<file path="config.mk">
export PLATFORM = sky130hd
export DESIGN_NAME = switch_alloc_rr
export DESIGN_NICKNAME = d
export VERILOG_FILES = /design/src/rtl/switch_alloc_rr.sv
export SDC_FILE = /design/constraint.sdc
export NUM_CORES = 1
export LEC_CHECK = 0
export ABC_AREA = 1
export CAP_MARGIN = 20
export CORE_ASPECT_RATIO = 1.4
export CORE_UTILIZATION = 50
export CTS_CLUSTER_SIZE = 8
export DETAILED_ROUTE_END_ITERATION = 7
export MAX_ROUTING_LAYER = met4
export PLACE_DENSITY = 0.65
export SYNTH_ARGS = -nofsm -noshare
export SYNTH_HDL_FRONTEND = slang
export SYNTH_SLANG_ARGS = --single-unit
</file>
<file path="constraint.sdc">
create_clock -name clk -period 5.45 [get_ports clk]
set_clock_uncertainty 0.15 [all_clocks]
set_input_delay 0.545 -clock clk [delete_from_list [all_inputs] [get_ports clk]]
set_output_delay 0.545 -clock clk [all_outputs]
set_load 0.005 [all_outputs]
</file>
<file path="src/rtl/switch_alloc_rr.sv">
// Separable input-first round-robin switch allocator: input arbiters pick one output per
// input, output arbiters pick one winner per output, and the grant matrix is registered.
module switch_alloc_rr #(
    parameter int NUM_PORT     = 5,
    parameter int LOG_NUM_PORT = 3
) (
    input  logic                             clk,
    input  logic                             reset,
    input  logic                             en,
    input  logic [NUM_PORT*NUM_PORT-1:0]     reqVector,
    input  logic [NUM_PORT-1:0]              outBusy,
    output logic [NUM_PORT*NUM_PORT-1:0]     allocVector,
    output logic                             allocValid
);

    typedef logic [LOG_NUM_PORT-1:0] ptr_t;

    // [j][k] packing flattens to bit j*NUM_PORT+k, matching reqVector/allocVector
    logic [NUM_PORT-1:0][NUM_PORT-1:0]     w_effReq;
    logic [NUM_PORT-1:0][NUM_PORT-1:0]     w_inWin;
    logic [NUM_PORT-1:0][NUM_PORT-1:0]     w_col;
    logic [NUM_PORT-1:0][NUM_PORT-1:0]     w_colGnt;
    logic [NUM_PORT-1:0][NUM_PORT-1:0]     w_grant;
    logic [NUM_PORT-1:0][LOG_NUM_PORT-1:0] w_inPtrNxt;
    logic [NUM_PORT-1:0][LOG_NUM_PORT-1:0] w_outPtrNxt;

    logic [NUM_PORT-1:0][LOG_NUM_PORT-1:0] r_inPtr;
    logic [NUM_PORT-1:0][LOG_NUM_PORT-1:0] r_outPtr;
    logic [NUM_PORT*NUM_PORT-1:0]          r_allocVector;
    logic                                  r_allocValid;

    function automatic ptr_t ptr_inc(input ptr_t p);
        return (p == ptr_t'(NUM_PORT-1)) ? '0 : p + 1'b1;
    endfunction

    // First set bit at or above ptr, wrapping modulo NUM_PORT; one-hot or zero
    function automatic logic [NUM_PORT-1:0] rr_pick(input logic [NUM_PORT-1:0] req,
                                                    input ptr_t ptr);
        logic [NUM_PORT-1:0] oh;
        logic                found;
        ptr_t                idx;
        oh    = '0;
        found = 1'b0;
        idx   = ptr;
        for (int i = 0; i < NUM_PORT; i++) begin
            if (!found && req[idx]) begin
                oh[idx] = 1'b1;
                found   = 1'b1;
            end
            idx = ptr_inc(idx);
        end
        return oh;
    endfunction

    always_comb begin
        w_effReq    = '0;
        w_inWin     = '0;
        w_col       = '0;
        w_colGnt    = '0;
        w_grant     = '0;
        w_inPtrNxt  = r_inPtr;
        w_outPtrNxt = r_outPtr;
        for (int j = 0; j < NUM_PORT; j++) begin
            w_effReq[j] = reqVector[j*NUM_PORT +: NUM_PORT] & ~outBusy;
            w_inWin[j]  = rr_pick(w_effReq[j], r_inPtr[j]);
        end
        // w_col[k][j] is the transpose of the stage-1 winners
        for (int k = 0; k < NUM_PORT; k++) begin
            for (int j = 0; j < NUM_PORT; j++) w_col[k][j] = w_inWin[j][k];
            w_colGnt[k] = rr_pick(w_col[k], r_outPtr[k]);
            for (int j = 0; j < NUM_PORT; j++) w_grant[j][k] = w_colGnt[k][j];
        end
        // Only granted pairs move pointers; stage-2 losers keep their position
        for (int j = 0; j < NUM_PORT; j++) begin
            for (int k = 0; k < NUM_PORT; k++) begin
                if (w_grant[j][k]) begin
                    w_inPtrNxt[j]  = ptr_inc(ptr_t'(k));
                    w_outPtrNxt[k] = ptr_inc(ptr_t'(j));
                end
            end
        end
    end

    always_ff @(posedge clk or posedge reset) begin
        if (reset) begin
            r_inPtr       <= '0;
            r_outPtr      <= '0;
            r_allocVector <= '0;
            r_allocValid  <= 1'b0;
        end else if (en) begin
            r_inPtr       <= w_inPtrNxt;
            r_outPtr      <= w_outPtrNxt;
            r_allocVector <= w_grant;
            r_allocValid  <= |w_grant;
        end
    end

    assign allocVector = r_allocVector;
    assign allocValid  = r_allocValid;

endmodule

</file>
# ---- After elaboration in Yosys (flattened, before gate mapping)
# Cells that the tools add are included.
dict set report totals {
  latch_bits 0
  register_bits 56
  word_cells 768
  memories 0
  mem_bits_ro 0
  inputBits 33
  mem_bits_rw 0
  out_inout_bits 26
}
dict set report classes {
  magnitude_cmp 100
  reduce_logical 151
  div_mod_pow 0
  muxes 379
  shift 0
  n_mul 0
  n_addsub 40
  n_eq_ne 40
  n_bitwise 46
}
# op n
set op_table {}
lappend op_table {{3-bit 2-to-1 mux} 89}
lappend op_table {{5-bit 2-to-1 mux} 50}
lappend op_table {{3-bit by 4-bit less-than comparator with 1-bit output, second input constant} 50}
lappend op_table {{5-bit OR} 40}
lappend op_table {{1-bit binary-select mux with 3-bit select} 50}
lappend op_table {{1-bit demux with 3-bit select} 50}
lappend op_table {{3-bit by 1-bit greater-or-equal comparator with 1-bit output, second input constant} 50}
lappend op_table {{1-bit 2-to-1 mux} 140}
lappend op_table {{3-bit by 1-bit adder with 3-bit output, second input constant} 40}
lappend op_table {{3-bit == test, second input constant} 40}
lappend op_table {{1-bit logical AND} 90}
lappend op_table {{5-bit nonzero test} 10}
lappend op_table {{1-bit logical NOT} 40}
lappend op_table {{5-bit AND} 5}
lappend op_table {{25-bit OR reduction} 1}
lappend op_table {{2-bit AND reduction} 10}
lappend op_table {{5-bit inverter} 1}

# ---- Depth between registers and ports, before layout
dict set report logic_depth {
  ltp_word 37
  depth_mapped 38
  ltp_nobuf 37
}

# ---- Least setup slack after synthesis
# Ideal clock, no wire load.
dict set report synth_path {
  path_type {flip-flop to flip-flop}
  start {register r_inPtr[3] in the netlist's numbering}
  end {register r_outPtr[14] in the netlist's numbering}
  setup_slack_ps 1320
  arrival_ps 3858
  stages_incl_launch_ff 32
  setup_ps 122
  period_less_slack_ps 4130
  cell_sequence {dfrtp_1 -> inv_2 -> ha_1 -> nand2_2 -> nand2_4 -> buf_6 -> inv_1 -> ha_1 -> nand2_2 -> inv_1 -> ha_1 -> o21ai_0 -> nand2_1 -> inv_1 -> nand2_1 -> nand2_2 -> nor2_8 -> nand2_2 -> nand3_2 -> or2_1 -> nand2_1 -> nor2_1 -> nand2_1 -> nand2_4 -> nor2_4 -> nand2_2 -> nor3_1 -> nor2_2 -> nand2_2 -> nor2_4 -> nor2_1 -> o21ai_1}
}
dict set report synth_between {
  elab_chain_len 34
  elab_cells_between_ends 105
  classes_between {add/sub: 4; order compare: 10; eq/ne: 4; mux: 56; bitwise: 8; reduce/logical: 23}
}
# item line
set synth_lines {}
lappend synth_lines {{from (decl)} 27} ;# logic [NUM_PORT-1:0][LOG_NUM_PORT-1:0] r_inPtr;
lappend synth_lines {{from (signal assigned)} 91} ;# r_inPtr <= w_inPtrNxt;
lappend synth_lines {{branches (longest 14 deep; another with 3-bit by 4-bit less-than comparator with 1-bit output)} --}
lappend synth_lines {{5-bit 2-to-1 mux (*)} 46} ;# if (!found && req[idx]) begin
lappend synth_lines {{1-bit binary-select mux with 3-bit select} 46}
lappend synth_lines {{1-bit 2-to-1 mux (not written as such)} 46}
lappend synth_lines {{1-bit 2-to-1 mux} 46}
lappend synth_lines {{1-bit logical NOT} 46}
lappend synth_lines {{1-bit logical AND} 46}
lappend synth_lines {{1-bit 2-to-1 mux} 46}
lappend synth_lines {{(+2 left out)} --}
lappend synth_lines {{1-bit 2-to-1 mux} 46}
lappend synth_lines {{1-bit logical NOT} 46}
lappend synth_lines {{1-bit logical AND} 46}
lappend synth_lines {{1-bit 2-to-1 mux} 46}
lappend synth_lines {{1-bit logical NOT} 46}
lappend synth_lines {{1-bit logical AND} 46}
lappend synth_lines {{5-bit 2-to-1 mux (*)} 46}
lappend synth_lines {{3-bit 2-to-1 mux (4 in a row)} 76} ;# if (w_grant[j][k]) begin
lappend synth_lines {{to (signal assigned)} 92} ;# r_outPtr <= w_outPtrNxt;
lappend synth_lines {{to (decl)} 28} ;# logic [NUM_PORT-1:0][LOG_NUM_PORT-1:0] r_outPtr;
# Every way passes the cells marked *. The select of a mux whose other input is x is not followed.
# A chain may end at the register's enable or synchronous reset.

# ---- Worst setup path in the final report
dict set report layout_path {
  start {register r_inPtr[6] in the netlist's numbering}
  end {register r_inPtr[6] in the netlist's numbering}
}
dict set report layout_between {
  elab_chain_len 34
  elab_cells_between_ends 229
  classes_between {add/sub: 4; order compare: 10; eq/ne: 4; mux: 132; bitwise: 24; reduce/logical: 55}
}
# item line
set layout_lines {}
lappend layout_lines {{branches (longest 14 deep; another with 3-bit by 4-bit less-than comparator with 1-bit output)} --}
lappend layout_lines {{5-bit 2-to-1 mux (*)} 46}
lappend layout_lines {{1-bit binary-select mux with 3-bit select} 46}
lappend layout_lines {{1-bit 2-to-1 mux (not written as such)} 46}
lappend layout_lines {{1-bit 2-to-1 mux} 46}
lappend layout_lines {{1-bit logical NOT} 46}
lappend layout_lines {{1-bit logical AND} 46}
lappend layout_lines {{1-bit 2-to-1 mux} 46}
lappend layout_lines {{(+2 left out)} --}
lappend layout_lines {{1-bit 2-to-1 mux} 46}
lappend layout_lines {{1-bit logical NOT} 46}
lappend layout_lines {{1-bit logical AND} 46}
lappend layout_lines {{1-bit 2-to-1 mux} 46}
lappend layout_lines {{1-bit logical NOT} 46}
lappend layout_lines {{1-bit logical AND} 46}
lappend layout_lines {{5-bit 2-to-1 mux} 46}
lappend layout_lines {{3-bit 2-to-1 mux (4 in a row)} 76}
# Marks and branches as above.

==> insert_results.sql <==
INSERT INTO impl_metrics (metric_group, metric, value, unit) VALUES
('detailed_routing', 'drt_drc_violations_left', '0', ''),
('logic_synthesis', 'synth.top_cell.area_share', '18.07', '%'),
('detailed_routing', 'drt-total-wl', '40.54', 'mm'),
('die', 'die-area', '0.02414', 'mm2'),
('placed_design', 'place.gp.congestion', '1.071', ''),
('detailed_routing', 'avgViaCountPerCell', '5.521', ''),
('logic_synthesis', 'synth_area', '0.01176', 'mm2'),
('layout', 'n_antenna_cell', '0', ''),
('critical_path', 'critPathMaxStageDelay', '0.49', 'ns'),
('critical_path', 'critPathLaunchType', 'flop', ''),
('layout', 'drive_gt1_share', '13.36', '%'),
('logic_synthesis', 'synth_fa_ha_area_share', '5.852', '%'),
('detailed_routing', 'ant_nets', '0', ''),
('placed_design', 'dp_hpwl', '33.97', 'mm'),
('grt', 'grt_antenna_before_repair', '0', ''),
('timing', 'post-route-period-util', '90.64', '%'),
('detailed_routing', 'routed-wl-met3', '1.980', 'mm'),
('timing', 'post-route-min-period', '4.940', 'ns'),
('timing', 'worst_pin_slew', '0.7857', 'ns'),
('layout', 'areaGrowthSynthToFinish', '9.448', '%'),
('die', 'core', '0.02312', 'mm2'),
('die', 'io_pins', '59', ''),
('clock_tree', 'numCtsBuffers', '5', ''),
('detailed_routing', 'met2_wirelength', '20.15', 'mm'),
('timing', 'fmaxAchievable', '202.4', 'MHz'),
('timing', 'unrepaired_setup_endpoints_after_global_routing', 'no', ''),
('clock_tree', 'clk_pin_slew', '0.08', 'ns'),
('detailed_routing', 'highest_layer', 'met4', ''),
('logic_synthesis', 'ys_ff_latch', '56', ''),
('logic_synthesis', 'post_synthesis_average_cell_area', '5.528', 'um2'),
('job', 'cap_viol_max_count', '0', ''),
('timing', 'report.final.setup_viol', '0', ''),
('logic_synthesis', 'sequential_to_total_area_share_from_yosys_stat', '11.92', '%'),
('grt', 'globalRoute.totalOverflow', '0', ''),
('clock_tree', 'number_of_h_tree_levels', '2', ''),
('hold_path', 'hp-class', 'reg2reg', ''),
('detailed_routing', 'post_drt_wl_per_cell', '16.27', 'um'),
('placed_design', 'port_buffers', '58', ''),
('clock_tree', 'cts_hold_repair.buffers', '0', ''),
('logic_synthesis', 'synth_top_family_by_area', 'simple AND/OR/NAND/NOR gates', ''),
('clock_tree', 'ctsResizeCount', '0', ''),
('layout', 'layout.nets', '2273', ''),
('grt', 'number_of_global_route_vias_before_repair', '12840', ''),
('logic_synthesis', 'synth_xor_area_share', '0.5214', '%'),
('grt', 'wire_length_of_the_first_global_routing_pass', '64.49', 'mm'),
('layout', 'final_common_cell', 'sky130_fd_sc_hd__nand2_1', ''),
('clock_tree', 'cts_tree', 'built', ''),
('critical_path', 'criticalPathCategory', 'reg2reg', ''),
('detailed_routing', 'detail_route.first_pass.iterations', '5', ''),
('die', 'die_width', '131.6', 'um'),
('critical_path', 'crit_arrival', '5.03', 'ns'),
('clock_tree', 'cts_sinks', '56', ''),
('clock_tree', 'ctsLongestPathBuffers', '2', ''),
('logic_synthesis', 'yosys-mux-area-fraction', '0', '%'),
('detailed_routing', 'drt_iter0_markers', '886', ''),
('die', 'initial_utilization', '50.85', '%'),
('run_status', 'outcome', 'complete, no violations', ''),
('critical_path', 'worstPathRequired', '5.54', 'ns'),
('clock_tree', 'ctsRootBufferMaster', 'sky130_fd_sc_hd__clkbuf_16', ''),
('critical_path', 'slowest_stage', 'sky130_fd_sc_hd__dfrtp_1', ''),
('detailed_routing', 'm1WireLength', '16.19', 'mm'),
('timing', 'slew_viol_final', '0', ''),
('die', 'chipHeight', '183.5', 'um'),
('clock_tree', 'cts_post_setup_buffers_inserted', '0', ''),
('timing', 'hold_viol_final', '0', ''),
('logic_synthesis', 'synth_fp_nets', '2215', ''),
('logic_synthesis', 'synth-compound-area-share', '8.981', '%'),
('die', 'placementRows', '66', ''),
('logic_synthesis', 'yosys.area_share.simple', '61.06', '%'),
('logic_synthesis', 'post_synth_inst_count', '2127', ''),
('critical_path', 'crit_path_end_kind', 'flop', '');
==> per-layer routing <==
layer	vias up	GRT usage [%]
met4	0	17.95
met2	420	61.67
met1	6307	37.44
met5	-	-
met3	110	3.336
li1	6921	-
==> sequential cells by signal (all words and copies together) (netlist names) <==
| register | flops |
|---|---|
| allocValid | 1 |
| r_inPtr | 15 |
| r_outPtr | 15 |
| allocVector | 25 |
==> through the flow <==
step                      util (%)  instance area (um2)  setup WS [ns]  instances  hold WS (ns)
after global routing         55.66                12870        0.06113       2492        0.3635
after floorplan                  -                11760          1.320       2127        0.3225
after global placement       54.93                12700         0.5455       2484        0.3162
final                        55.66                12870         0.5102       2492        0.3307
after detailed placement     54.93                12700         0.5448       2484        0.3152
after CTS                    55.65                12870         0.5155       2492        0.3367
==> tightest hold or removal path, delay by kind of cell (launching register included) <==
kind / cells / cell delay, ns
flops: 1 / 0.34
simple gates: 2 / 0.11
==> final timing paths <==
check / startpoint / end / slack [ns] / cells past startpoint
setup / recovery: r_inPtr[6] / r_inPtr[6] / 0.51 / 35
hold / removal: allocVector[2] / allocVector[2] / 0.33 / 2
setup reg to reg: r_inPtr[6] / r_inPtr[6] / 0.51 / 35
hold reg to reg: allocVector[2] / allocVector[2] / 0.33 / 2
max in group asynchronous: reset / r_inPtr[3] / 3.97 / 3
min in group asynchronous: reset / r_inPtr[11] / 0.59 / 3
==> kinds of logic after synthesis <==
logic type	after synthesis
fa+ha+maj	55
compound gates	181
buf+inv	351
xor+xnor	7
simple gates	1477
flops	56
==> synthesized netlist by cell type, drive strengths merged <==
cell / n
nand2: 682
nor2: 365
inv: 328
nand3: 316
o21ai: 107
dfrtp: 56
ha: 55
nor3: 45
nand4: 44
a21oi: 41
nand3b: 19
buf: 14
clkbuf: 7
o211ai: 6
o22ai: 6
xnor2: 6
a31oi: 5
a21boi: 4
or2: 4
o21a: 3
o21bai: 3
clkinv: 2
o2111ai: 2
o31ai: 2
o32ai: 2
nor2b: 1
nor4: 1
xor2: 1
==> layout make-up <==
| type | instances | area, um2 |
|---|---|---|
| well taps | 306 | 382.9 |
| multi-input cells | 1720 | 8985 |
| clock inverters | 2 | 38.79 |
| flip-flops and latches | 56 | 1403 |
| fillers | 2466 | 10250 |
| repair buffers | 72 | 685.7 |
| clock buffers | 6 | 128.9 |
| inverters | 330 | 1246 |
Power is left out: the tool's default activity adds up to more than one toggle a clock period on the data nets, which glitch-free logic cannot reach.
